File: config.mk
export PLATFORM = sky130hd
export DESIGN_NAME = uart_rx
export DESIGN_NICKNAME = d
export VERILOG_FILES = /design/src/rtl/uart_rx.sv
export SDC_FILE = /design/constraint.sdc
export NUM_CORES = 1
export LEC_CHECK = 0
export BUFFER_PORTS_ARGS = -buffer_cell sky130_fd_sc_hd__buf_2
export CAP_MARGIN = 20
export CORE_UTILIZATION = 61
export DETAILED_ROUTE_END_ITERATION = 8
export HOLD_SLACK_MARGIN = 0.1
export PLACE_DENSITY = 0.82
export SLEW_MARGIN = 20
export SYNTH_ARGS = -nofsm -noshare
export SYNTH_HDL_FRONTEND = slang
export SYNTH_SLANG_ARGS = --single-unit
File: constraint.sdc
create_clock -name clk -period 5.08 [get_ports clk]
set_input_delay 0.254 -clock clk [delete_from_list [all_inputs] [get_ports clk]]
set_output_delay 0.254 -clock clk [all_outputs]
set_load 0.02 [all_outputs]
File: src/rtl/uart_rx.sv
// ============================================================================
// Module   : uart_rx
// Purpose  : Receive half of the board UART link. Recovers start/data/stop
//            frames (LSB-first data, one stop bit) from the serial line using
//            the shared oversampling baud_tick, presents each good word with
//            a one-cycle rx_valid strobe and flags bad stop bits with a
//            one-cycle frame_err strobe.
// Ports    : clk        system clock, all logic on posedge
//            reset      asynchronous active-low reset
//            baud_tick  one-clk strobe at OVERSAMPLE x baud rate
//            rx_in      raw asynchronous serial line, idles high
//            rx_data    last good received word, held until the next one
//            rx_valid   one-clk pulse when rx_data is updated
//            frame_err  one-clk pulse when the stop bit samples low
//            rx_busy    high while a frame is in progress
// Options  : define UART_RX_MAJORITY_EN to make every start/data/stop
//            decision a 2-of-3 majority over the last three baud_ticks.
// Revision : 1.0 - initial release
// ============================================================================
`default_nettype none

module uart_rx #(
  parameter int FRAME_BITS = 8,
  parameter int OVERSAMPLE = 16
) (
  input  logic                  clk,
  input  logic                  reset,
  input  logic                  baud_tick,
  input  logic                  rx_in,
  output logic [FRAME_BITS-1:0] rx_data,
  output logic                  rx_valid,
  output logic                  frame_err,
  output logic                  rx_busy
);

  localparam int SW = $clog2(OVERSAMPLE);
  localparam int BW = $clog2(FRAME_BITS);

  localparam logic [SW-1:0] MID_SAMPLE  = SW'(OVERSAMPLE/2 - 1);
  localparam logic [SW-1:0] LAST_SAMPLE = SW'(OVERSAMPLE - 1);
  localparam logic [SW-1:0] ONE_SAMPLE  = SW'(1);
  localparam logic [BW-1:0] LAST_BIT    = BW'(FRAME_BITS - 1);
  localparam logic [BW-1:0] ONE_BIT     = BW'(1);

  typedef enum logic [2:0] {
    IDLE      = 3'd0,
    START     = 3'd1,
    DATA      = 3'd2,
    STOP      = 3'd3,
    WAIT_IDLE = 3'd4
  } state_t;

  state_t                state;
  logic [SW-1:0]         sample_index;
  logic [BW-1:0]         bit_index;
  logic [FRAME_BITS-1:0] shift_reg;

  // --------------------------------------------------------------------------
  // Two-flop synchronizer; both stages reset to the idle (high) line level so
  // that leaving reset never looks like a start edge.
  // --------------------------------------------------------------------------
  logic sync_meta;
  logic rx_s;

  always_ff @(posedge clk or negedge reset) begin
    if (!reset) begin
      sync_meta <= 1'b1;
      rx_s      <= 1'b1;
    end else begin
      sync_meta <= rx_in;
      rx_s      <= sync_meta;
    end
  end

  // --------------------------------------------------------------------------
  // Decision bit used at the start check, each data bit and the stop bit.
  // --------------------------------------------------------------------------
  logic rx_bit;

`ifdef UART_RX_MAJORITY_EN
  // History of rx_s on the two previous baud_ticks; together with the current
  // rx_s this gives the three ticks ending at the decision point.
  logic [1:0] tick_hist;

  always_ff @(posedge clk or negedge reset) begin
    if (!reset) begin
      tick_hist <= 2'b11;
    end else if (baud_tick) begin
      tick_hist <= {tick_hist[0], rx_s};
    end
  end

  assign rx_bit = (tick_hist[1] & tick_hist[0]) |
                  (tick_hist[1] & rx_s)         |
                  (tick_hist[0] & rx_s);
`else
  assign rx_bit = rx_s;
`endif

  // --------------------------------------------------------------------------
  // Receive state machine. Nothing moves without baud_tick; the strobes are
  // cleared every cycle so they last exactly one clk.
  // --------------------------------------------------------------------------
  always_ff @(posedge clk or negedge reset) begin
    if (!reset) begin
      state        <= IDLE;
      sample_index <= '0;
      bit_index    <= '0;
      shift_reg    <= '0;
      rx_data      <= '0;
      rx_valid     <= 1'b0;
      frame_err    <= 1'b0;
      rx_busy      <= 1'b0;
    end else begin
      rx_valid  <= 1'b0;
      frame_err <= 1'b0;

      if (baud_tick) begin
        case (state)
          IDLE: begin
            sample_index <= '0;
            bit_index    <= '0;
            // The tick that sees the falling edge counts as sample 0 of the
            // start bit, so the start check lands on the start-bit centre.
            if (!rx_s) begin
              state        <= START;
              sample_index <= ONE_SAMPLE;
              rx_busy      <= 1'b1;
            end
          end

          START: begin
            if (sample_index == MID_SAMPLE) begin
              sample_index <= '0;
              if (rx_bit) begin
                // Line already back high at the centre: a glitch, not a frame.
                state   <= IDLE;
                rx_busy <= 1'b0;
              end else begin
                // From here on a full bit period lands on each bit centre.
                state     <= DATA;
                bit_index <= '0;
              end
            end else begin
              sample_index <= sample_index + ONE_SAMPLE;
            end
          end

          DATA: begin
            if (sample_index == LAST_SAMPLE) begin
              sample_index <= '0;
              // Right shift: the first (LSB) data bit ends up at bit 0.
              shift_reg <= {rx_bit, shift_reg[FRAME_BITS-1:1]};
              if (bit_index == LAST_BIT) begin
                state     <= STOP;
                bit_index <= '0;
              end else begin
                bit_index <= bit_index + ONE_BIT;
              end
            end else begin
              sample_index <= sample_index + ONE_SAMPLE;
            end
          end

          STOP: begin
            if (sample_index == LAST_SAMPLE) begin
              sample_index <= '0;
              rx_busy      <= 1'b0;
              if (rx_bit) begin
                rx_data  <= shift_reg;
                rx_valid <= 1'b1;
                state    <= IDLE;
              end else begin
                // Bad stop bit: keep the old word and wait for the line to
                // recover so a held-low break does not spawn more frames.
                frame_err <= 1'b1;
                state     <= WAIT_IDLE;
              end
            end else begin
              sample_index <= sample_index + ONE_SAMPLE;
            end
          end

          WAIT_IDLE: begin
            sample_index <= '0;
            bit_index    <= '0;
            if (rx_s) begin
              state <= IDLE;
            end
          end

          default: begin
            state        <= IDLE;
            sample_index <= '0;
            bit_index    <= '0;
            rx_busy      <= 1'b0;
          end
        endcase
      end
    end
  end

endmodule

`default_nettype wire

==> results of run 1 <==
[worst paths after layout]
check / from / endpoint / depth (start not counted)
setup / recovery: sample_index[1] / rx_data[1] / 4
hold / removal: baud_tick / sample_index[3] / 2
setup reg to reg: sample_index[1] / rx_data[1] / 4
hold reg to reg: sync_meta / rx_bit / 0
max in group asynchronous: reset / state[2] / 2
min in group asynchronous: reset / sample_index[2] / 2
[metrics by stage]
stage / hold WS [ps] / instance area [um^2] / cells / util
3_3_place_gp: 314 / 1510 / 153 / 0.682
6_report: 296 / 1590 / 162 / 0.717
3_5_place_dp: 321 / 1510 / 153 / 0.682
5_1_grt: 304 / 1590 / 162 / 0.717
4_1_cts: 291 / 1590 / 162 / 0.717
2_1_floorplan: -41.6 / 1430 / 117 / -
[placed cells by master (no fill, tap or decap), drive strengths merged]
| cell | n |
|---|---|
| o22ai | 2 |
| nor4 | 1 |
| buf | 14 |
| o21ai | 6 |
| mux2i | 2 |
| a2111oi | 1 |
| nand4 | 1 |
| dfrtp | 29 |
| nor2 | 6 |
| nand3 | 4 |
| ha | 3 |
| mux2 | 17 |
| a21o | 1 |
| dfstp | 2 |
| dlygate4sd3 | 2 |
| clkinv | 1 |
| inv | 6 |
| nor2b | 1 |
| a32o | 2 |
| xnor2 | 1 |
| and3 | 1 |
| and3b | 1 |
| a22oi | 1 |
| a211oi | 1 |
| a21oi | 2 |
| o32ai | 1 |
| nand2 | 3 |
| a31oi | 1 |
| o31ai | 2 |
| nor3b | 2 |
| nor3 | 4 |
| nand2b | 3 |
| or2 | 1 |
| or3 | 1 |
| a41oi | 2 |
| clkbuf | 6 |
[cells by family after synthesis]
| logic type | count (synthesis) | synth area share |
|---|---|---|
| AO/OA/AOI/OAI | 22 | 0.113 |
| multiplexers | 19 | 0.148 |
| buffers and inverters | 12 | 0.0358 |
| adder cells (fa/ha/maj) | 3 | 0.0262 |
| flip-flops | 31 | 0.543 |
| AND/OR/NAND/NOR | 29 | 0.128 |
| XOR/XNOR | 1 | 0.00611 |
[power groups by stage]
stage / combinational (mW) / clock, mW / sequential, mW
finish: 0.161 / 0.144 / 0.333
global route: 0.184 / 0.157 / 0.340
CTS: 0.162 / 0.147 / 0.332
detailed placement: 0.160 / 0 / 0.336
global placement: 0.152 / 0 / 0.333
floorplan: 0.149 / 0 / 0.311
[worst max-delay path: cells and delay by family, from the launching register on]
kind / cells / cell delay, ps
adder cells (fa/ha/maj): 1 / 320
AND/OR/NAND/NOR: 2 / 710
flip-flops: 1 / 390
multiplexers: 1 / 390
[final cells by class]
type                       instances  area share
clock buffer                       6      0.0324
clock inverter                     1     0.00316
inverter                           6      0.0142
multi-input combinational         74       0.380
sequential                        31       0.491
tap                               28      0.0221
timing repair buffer              16      0.0568
[timing repair]
item	4_1_cts	5_1_grt
setup buffers	0	0
resized for setup	0	0
endpoints found under the setup margin	0	0
hold buffers	2	0
hold endpoints to repair	30	0
[routing by layer]
metal  wire length (um)  GRT usage  vias up
met5                  0          0        -
met4                  7     0.0972        0
met3                145      0.100        2
met2               1160      0.340       32
met1               1210      0.337      475
li1                   -          -      464
==> metrics.csv, run 1 <==
metric;value;unit
status;finished clean;
start_kind;flop;
grt_setup_unrepaired;false;
total_power;0.638;mW
switching_power;0.212;mW
drtIter0Drc;27;
min_path_type;primary input to flop;
period_needed;1900;ps
io_pins;15;
r2r_setup_slack;3180;ps
setup_violations;0;
fin_ws;3180;ps
hold_viol_final;0;
powerDensity;403;nW/um^2
p_leak;0.794;nW
num_vias;973;
preCtsSetupSlack;3190;ps
ir_drop;287;uV
ys_top_cells_by_count;29 x dfrtp_1, 17 x mux2_2, 6 x inv_1, 6 x o21ai_0, 5 x nor2_1;
antenna_cells;0;
drtAntennaViolNets;0;
period_share;0.374;
critPathMaxStageDelay;480;ps
synth_cell_types;38;
yosysMostFrequentCell;dfrtp_1;
hpwl;1630;um
viasPerCell;6.01;
clkLatencyLatePin;330;ps
area_growth;10.7;%
root_buffer;clkbuf_4;
overflow;0;
tightest_slew;675;ps
die_w;50.5;um
path_cells;ha_1 > nand4_2 > nor3_4 > mux2_2;
numCtsBuffers;5;
place.gp.congestion;0.851;
synth_area_leader_cell;dfrtp_1;
fill_cells;157;
core-area;2210;um^2
grt_pass1_vias;923;
synth-main-ff-cell;dfrtp_1;
portBuffers;14;
clock_sinks;31;
drc_errors;0;
grt.total_usage;0.244;
die_area;2550;um^2
power.clock.fraction;0.225;
antenna_found_initial;0;
combinationalPowerShare;0.253;
wl_per_cell;15.6;um
cts_tree;built;
ys_top_cells_by_area;dfrtp_1 51%, mux2_2 13%, dfstp_2 3.7%;
skew;11.9;ps
netlist_instances;117;
seqCellArea;778;um^2
fmax;0.526;GHz
multi_input_area;603;um^2
start_util;0.648;
dr.pass1.iters;4;
worstSetupPathType;flop to flop;
netSwitchingFraction;0.333;
die_h;50.5;um
fin_nets;141;
avgSynthCellArea;12.2;um^2
grt_first_pass_wirelength;4380;um
drive_gt1_frac;0.351;
syn_area;1430;um^2
clkTransAtPathRegs;90;ps
max_slew_margin;0.550;
critPathRequiredTime;5300;ps
crit_fanout;9;
synth.net_count;124;
synth_top_area_share;0.507;
grt_start_max_net_pins;32;
synth_edf_count;0;
async_reset_ff_frac;1.00;
fin_setup_tns;0;ps
totalWireLength;2520;um
cellInternalPower;0.426;mW
yosysWarningCount;0;
critPathArrivalTime;2120;ps
htree_levels;2;
cap_violations;0;
cts_buffer_depth;2;
end_kind;flop;
synth-seq-cells;31;
row_count;17;
slowest_stage;nor3_4;
sequentialPowerShare;0.522;
drv_slew;0;
synth-seq-area-share;0.543;
Power figures use the tool's default switching activity.
==> run 2, diff against run 1 <==
--- a/config.mk
+++ b/config.mk
@@ -5,12 +5,13 @@
 export SDC_FILE = /design/constraint.sdc
 export NUM_CORES = 1
 export LEC_CHECK = 0
+export ABC_AREA = 1
 export BUFFER_PORTS_ARGS = -buffer_cell sky130_fd_sc_hd__buf_2
 export CAP_MARGIN = 20
-export CORE_UTILIZATION = 61
+export CORE_UTILIZATION = 57
 export DETAILED_ROUTE_END_ITERATION = 8
 export HOLD_SLACK_MARGIN = 0.1
-export PLACE_DENSITY = 0.82
+export PLACE_DENSITY = 0.77
 export SLEW_MARGIN = 20
 export SYNTH_ARGS = -nofsm -noshare
 export SYNTH_HDL_FRONTEND = slang
==> constraint.sdc (replaced) <==
create_clock -name clk -period 1.9 [get_ports clk]
set_input_delay 0.095 -clock clk [delete_from_list [all_inputs] [get_ports clk]]
set_output_delay 0.095 -clock clk [all_outputs]
set_load 0.02 [all_outputs]
==> metrics.csv, run 2 <==
metric;value;unit;change
row_count;18;;+1
async_reset_ff_frac;1.00;;unchanged
dr.pass1.iters;4;;unchanged
powerDensity;1080;nW/um^2;+170%
path_cells;ha_1 > nand3_4 > nor2_2 > nand3_2 > nand2_1 > o21ai_2;;
root_buffer;clkbuf_4;;
p_leak;0.862;nW;+8.6%
place.gp.congestion;0.870;;+2.3%
period_needed;1600;ps;-296 ps
start_kind;flop;;
avgSynthCellArea;8.99;um^2;-27%
synth_cell_types;24;;-37%
grt_setup_unrepaired;false;;
critPathArrivalTime;1820;ps;-300 ps
synth-main-ff-cell;dfrtp_1;;
max_slew_margin;0.562;;+0.0114
yosysWarningCount;0;;unchanged
min_path_type;primary input to asynchronous set/reset pin;;
drv_slew;0;;unchanged
clock_sinks;31;;unchanged
synth_area_leader_cell;dfrtp_1;;
final_common_cell;nand2_1;;
netlist_instances;169;;+44%
setup_violations;0;;unchanged
die_h;53.6;um;+6.3%
num_vias;1136;;+17%
synth_top_area_share;0.478;;-0.0288
skew;4.46;ps;-7.40 ps
area_growth;11.9;%;
overflow;0;;unchanged
grt.total_usage;0.227;;-0.0167
clkLatencyLatePin;330;ps;about the same
place_area;1600;um^2;+6.1%
cts_setup_buffers;0;;unchanged
cts_tree;built;;
synth.net_count;176;;+42%
r2r_cells;6;;+2
synth-seq-area-share;0.512;;-0.0309
end_kind;flop;;
viasPerCell;5.12;;-15%
fin_nets;198;;+40%
ir_drop;723;uV;+150%
grt_start_max_net_pins;32;;unchanged
synth-seq-cells;31;;unchanged
die_w;53.6;um;+6.3%
drtIter0Drc;26;;-3.7%
mostFrequentLayoutCells;53 x nand2_1, 29 x dfrtp_1, 15 x inv_1;;
drive_gt1_frac;0.281;;-0.0695
clkTransAtPathRegs;100;ps;about the same
totalWireLength;2750;um;+8.8%
cts_resized;0;;unchanged
grt_pass1_vias;1063;;+15%
synth_edf_count;0;;unchanged
slowest_stage;dfrtp_1;;
die_area;2880;um^2;+13%
tightest_slew;658;ps;-17.1 ps
yosysMostFrequentCell;nand2_1;;
cap_violations;0;;unchanged
numCtsBuffers;5;;unchanged
crit_fanout;16;;+7
start_util;0.608;;-0.0400
critPathMaxStageDelay;400;ps;-80 ps
fmax;0.623;GHz;+18%
fin_setup_tns;0;ps;unchanged
ys_top_cells_by_count;53 x nand2_1, 29 x dfrtp_1, 15 x inv_1;;
grt_first_pass_wirelength;4530;um;+3.3%
wl_per_cell;12.4;um;-21%
htree_levels;2;;unchanged
critPathRequiredTime;2110;ps;-3190 ps
cts_buffer_depth;2;;unchanged
total_power;1.83;mW;+190%
antenna_found_initial;0;;unchanged
status;finished clean;;
core-area;2500;um^2;+13%
hpwl;1920;um;+18%
antenna_cells;0;;unchanged
syn_area;1520;um^2;+6.0%
drtAntennaViolNets;0;;unchanged
drc_errors;0;;unchanged
period_share;0.844;;+0.470
final_cell_area;1700;um^2;+7.2%
worstSetupPathType;flop to flop;;
hold_viol_final;0;;unchanged
portBuffers;14;;unchanged
io_pins;15;;unchanged
hold_buffers;3;;+1
ys_top_cells_by_area;dfrtp_1 48%, nand2_1 13%, o21ai_2 7.5%;;
-- run 2: worst paths after layout --
path / from / to / slack, ps
setup / recovery: sample_index[0] / rx_data[1] / 300
hold / removal: reset / sample_index[2] / 320
setup reg to reg: sample_index[0] / rx_data[1] / 300
hold reg to reg: sync_meta / rx_bit / 360
max in group asynchronous: reset / shift_reg[7] / 1150
min in group clk: sync_meta / rx_bit / 360
-- run 2: area by class of cell --
type / count / area (um^2)
Fill cell: 204 / 801
Clock buffer: 8 / 68.8
Inverter: 17 / 63.8
Tap cell: 30 / 37.5
Timing Repair Buffer: 18 / 108
Sequential cell: 31 / 778
Multi-Input combinational cell: 118 / 643
-- run 2: cells by family after synthesis --
group / Yosys count / share of synthesized area
flops: 31 / 0.512
buf+inv: 20 / 0.0642
xor+xnor: 1 / 0.00577
fa+ha+maj: 3 / 0.0247
simple gates: 91 / 0.285
compound gates: 23 / 0.108
-- run 2: per-layer routing --
layer  track usage  wire length [um]  up-vias
met5             0                 0        -
met4         0.114                65        0
met3        0.0678                89        8
met2         0.377              1350       31
met1         0.264              1240      511
li1              -                 -      586
-- run 2: metrics by stage --
stage | hold slack (ps) | cells | utilization | setup slack [ps]
final | 323 | 222 | 0.680 | 296
after global routing | 359 | 222 | 0.680 | 136
after CTS | 356 | 222 | 0.680 | 284
after detailed placement | 169 | 211 | 0.640 | 312
after global placement | 159 | 211 | 0.640 | 361
after floorplan | -201 | 169 | - | 538
-- run 2: where the power goes --
group / internal [mW] / switching, mW / total, mW / leakage (nW)
sequential: 0.730 / 0.0899 / 0.820 / 0.419
combinational: 0.190 / 0.382 / 0.572 / 0.405
clock: 0.218 / 0.223 / 0.440 / 0.0386
-- run 2: critical path: cells and delay by family, from the launching register on --
kind	cells	cell delay (ps)
compound gates	1	70
flops	1	400
simple gates	4	760
fa+ha+maj	1	250
==> run 3, diff against run 2 <==
--- a/config.mk
+++ b/config.mk
@@ -8,10 +8,10 @@
 export ABC_AREA = 1
 export BUFFER_PORTS_ARGS = -buffer_cell sky130_fd_sc_hd__buf_2
 export CAP_MARGIN = 20
-export CORE_UTILIZATION = 57
+export CORE_UTILIZATION = 52
 export DETAILED_ROUTE_END_ITERATION = 8
 export HOLD_SLACK_MARGIN = 0.1
-export PLACE_DENSITY = 0.77
+export PLACE_DENSITY = 0.74
 export SLEW_MARGIN = 20
 export SYNTH_ARGS = -nofsm -noshare
 export SYNTH_HDL_FRONTEND = slang
==> constraint.sdc (replaced) <==
create_clock -name clk -period 1.3 [get_ports clk]
set_input_delay 0.065 -clock clk [delete_from_list [all_inputs] [get_ports clk]]
set_output_delay 0.065 -clock clk [all_outputs]
set_load 0.02 [all_outputs]
==> metrics.csv, run 3 (synthesis gave the netlist of run 2 again) <==
metric;value;unit;change
status;complete, but fails checks;;
violations;negative setup slack;;
drtIter0Drc;51;;+96%
period_needed;1410;ps;-190 ps
die_h;56.0;um;+4.5%
totalWireLength;3330;um;+21%
num_vias;1319;;+16%
final_common_cell;nand2_1;;
die_w;56.0;um;+4.5%
final_cells;251;;+13%
sequentialPowerShare;0.375;;-0.073
p_leak;1.01;nW;+17%
grt_first_pass_wirelength;5710;um;+26%
wl_per_cell;13.3;um;+7.2%
mostFrequentLayoutCells;32 x nand2_1, 27 x dfrtp_1, 25 x buf_4;;
cellInternalPower;1.95;mW;+71%
cap_violations;0;;unchanged
overflow;0;;unchanged
worstSetupPathType;flop to flop;;
core-area;2760;um^2;+10%
place.gp.congestion;0.830;;-4.6%
placedCellCount;230;;+9.0%
clock_sinks;31;;unchanged
end_kind;flop;;
drv_slew;0;;unchanged
met3_usage;0.0605;;-0.00733
max_slew_margin;0.545;;-0.0163
drtAntennaViolNets;0;;unchanged
clkLatencyLatePin;330;ps;about the same
grt_pass1_vias;1275;;+20%
total_power;3.16;mW;+72%
hold_viol_final;0;;unchanged
fmax;0.707;GHz;+13%
switching_power;1.21;mW;+74%
drc_errors;0;;unchanged
area_growth;37.0;%;
numCtsBuffers;5;;unchanged
min_path_type;primary input to asynchronous set/reset pin;;
use_met1;0.316;;+0.0520
netSwitchingFraction;0.382;;+0.00311
cts_buffer_depth;2;;unchanged
grt.met2_usage;0.369;;-0.00804
cts_tree;built;;
start_kind;flop;;
period_share;1.09;;+0.244
antenna_found_initial;0;;unchanged
viasPerCell;5.25;;+2.7%
grt_start_max_net_pins;32;;unchanged
grt-busiest-layer;met2;;
ir_drop;1400;uV;+94%
dr.pass1.iters;4;;unchanged
htree_levels;2;;unchanged
die_area;3140;um^2;+9.2%
fin_nets;226;;+14%
crit_fanout;8;;-8
row_count;19;;+1
drive_gt1_frac;0.518;;+0.237
hpwl;2040;um;+6.4%
antenna_cells;0;;unchanged
power.clock.fraction;0.186;;-0.054
clkTransAtPathRegs;100;ps;about the same
io_pins;15;;unchanged
root_buffer;clkbuf_4;;
portBuffers;14;;unchanged
grt.total_usage;0.235;;+0.00820
skew;12.8;ps;+8.35 ps
critPathRequiredTime;1510;ps;-600 ps
start_util;0.551;;-0.0568
fin_ws;-115;ps;-410 ps
powerDensity;1520;nW/um^2;+41%
combinationalPowerShare;0.439;;+0.127
critPathArrivalTime;1630;ps;-190 ps
setup_violations;23;;+23
grt_setup_unrepaired;true;;
tightest_slew;682;ps;+24.4 ps
[run 3: cell types whose count changed in the layout (fill, tap and decap cells not counted), sizes merged]
cell    previous run  this run
clkinv             0         1
nand2             58        59
buf               15        41
nand3             15        16
clkbuf             8         7
[run 3: path summary, 6_finish.rpt]
path | startpoint | endpoint | slack (ps) | cells after the start
max reg2reg | sample_index[0] | shift_reg[6] | -110 | 7
max | sample_index[0] | shift_reg[6] | -110 | 7
min in group clk | sync_meta | rx_bit | 360 | 0
min reg2reg | sync_meta | rx_bit | 360 | 0
min | reset | rx_data[2] | 310 | 2
max in group asynchronous | reset | state[0] | 520 | 2
[run 3: cell type report]
class	count	area, um^2
Clock buffer	7	55.1
Clock inverter	1	5.00
Inverter	17	66.3
Fill cell	183	677
Multi-Input combinational cell	120	825
Tap cell	31	38.8
Timing Repair Buffer	44	310
Sequential cell	31	781
[run 3: critical path, stage by stage, from the launching register on]
cell and delay, ps:
dfrtp_1 400, ha_4 170, nand3_4 120, nor2_4 240, buf_6 160, nand2_8 90, nand2_2 70, o21ai_2 50
[run 3: timing repair]
action                     CTS  global route
hold endpoints to repair    33             0
setup endpoints to repair   24            26
hold buffers                 3             0
gates resized for setup     20            28
pin swaps                   10            14
gates cloned                 2             0
setup buffers                4             4
[run 3: metrics by stage]
stage	utilization	area, um^2	worst slack, ps	hold WS (ps)	setup TNS [ps]
finish	0.755	2080	-115	309	-1960
global route	0.755	2080	-173	366	-3690
CTS	0.715	1970	-92.3	326	-1140
detailed placement	0.640	1760	-87.4	140	-1150
global placement	0.640	1760	-49.0	134	-517
floorplan	-	1550	4.53	-231	0
[run 3: power groups by stage]
stage / clock network [mW] / logic, mW / registers (mW)
6_report: 0.589 / 1.39 / 1.18
5_1_grt: 0.641 / 1.54 / 1.20
4_1_cts: 0.597 / 1.21 / 1.18
3_5_place_dp: 0 / 1.11 / 1.19
3_3_place_gp: 0 / 1.08 / 1.18
2_1_floorplan: 0 / 0.658 / 1.21
[run 3: layer usage]
layer / vias up / routed length [um]
met2: 31 / 1680
met4: 0 / 34
met3: 4 / 133
li1: 655 / -
met5: - / 0
met1: 629 / 1480
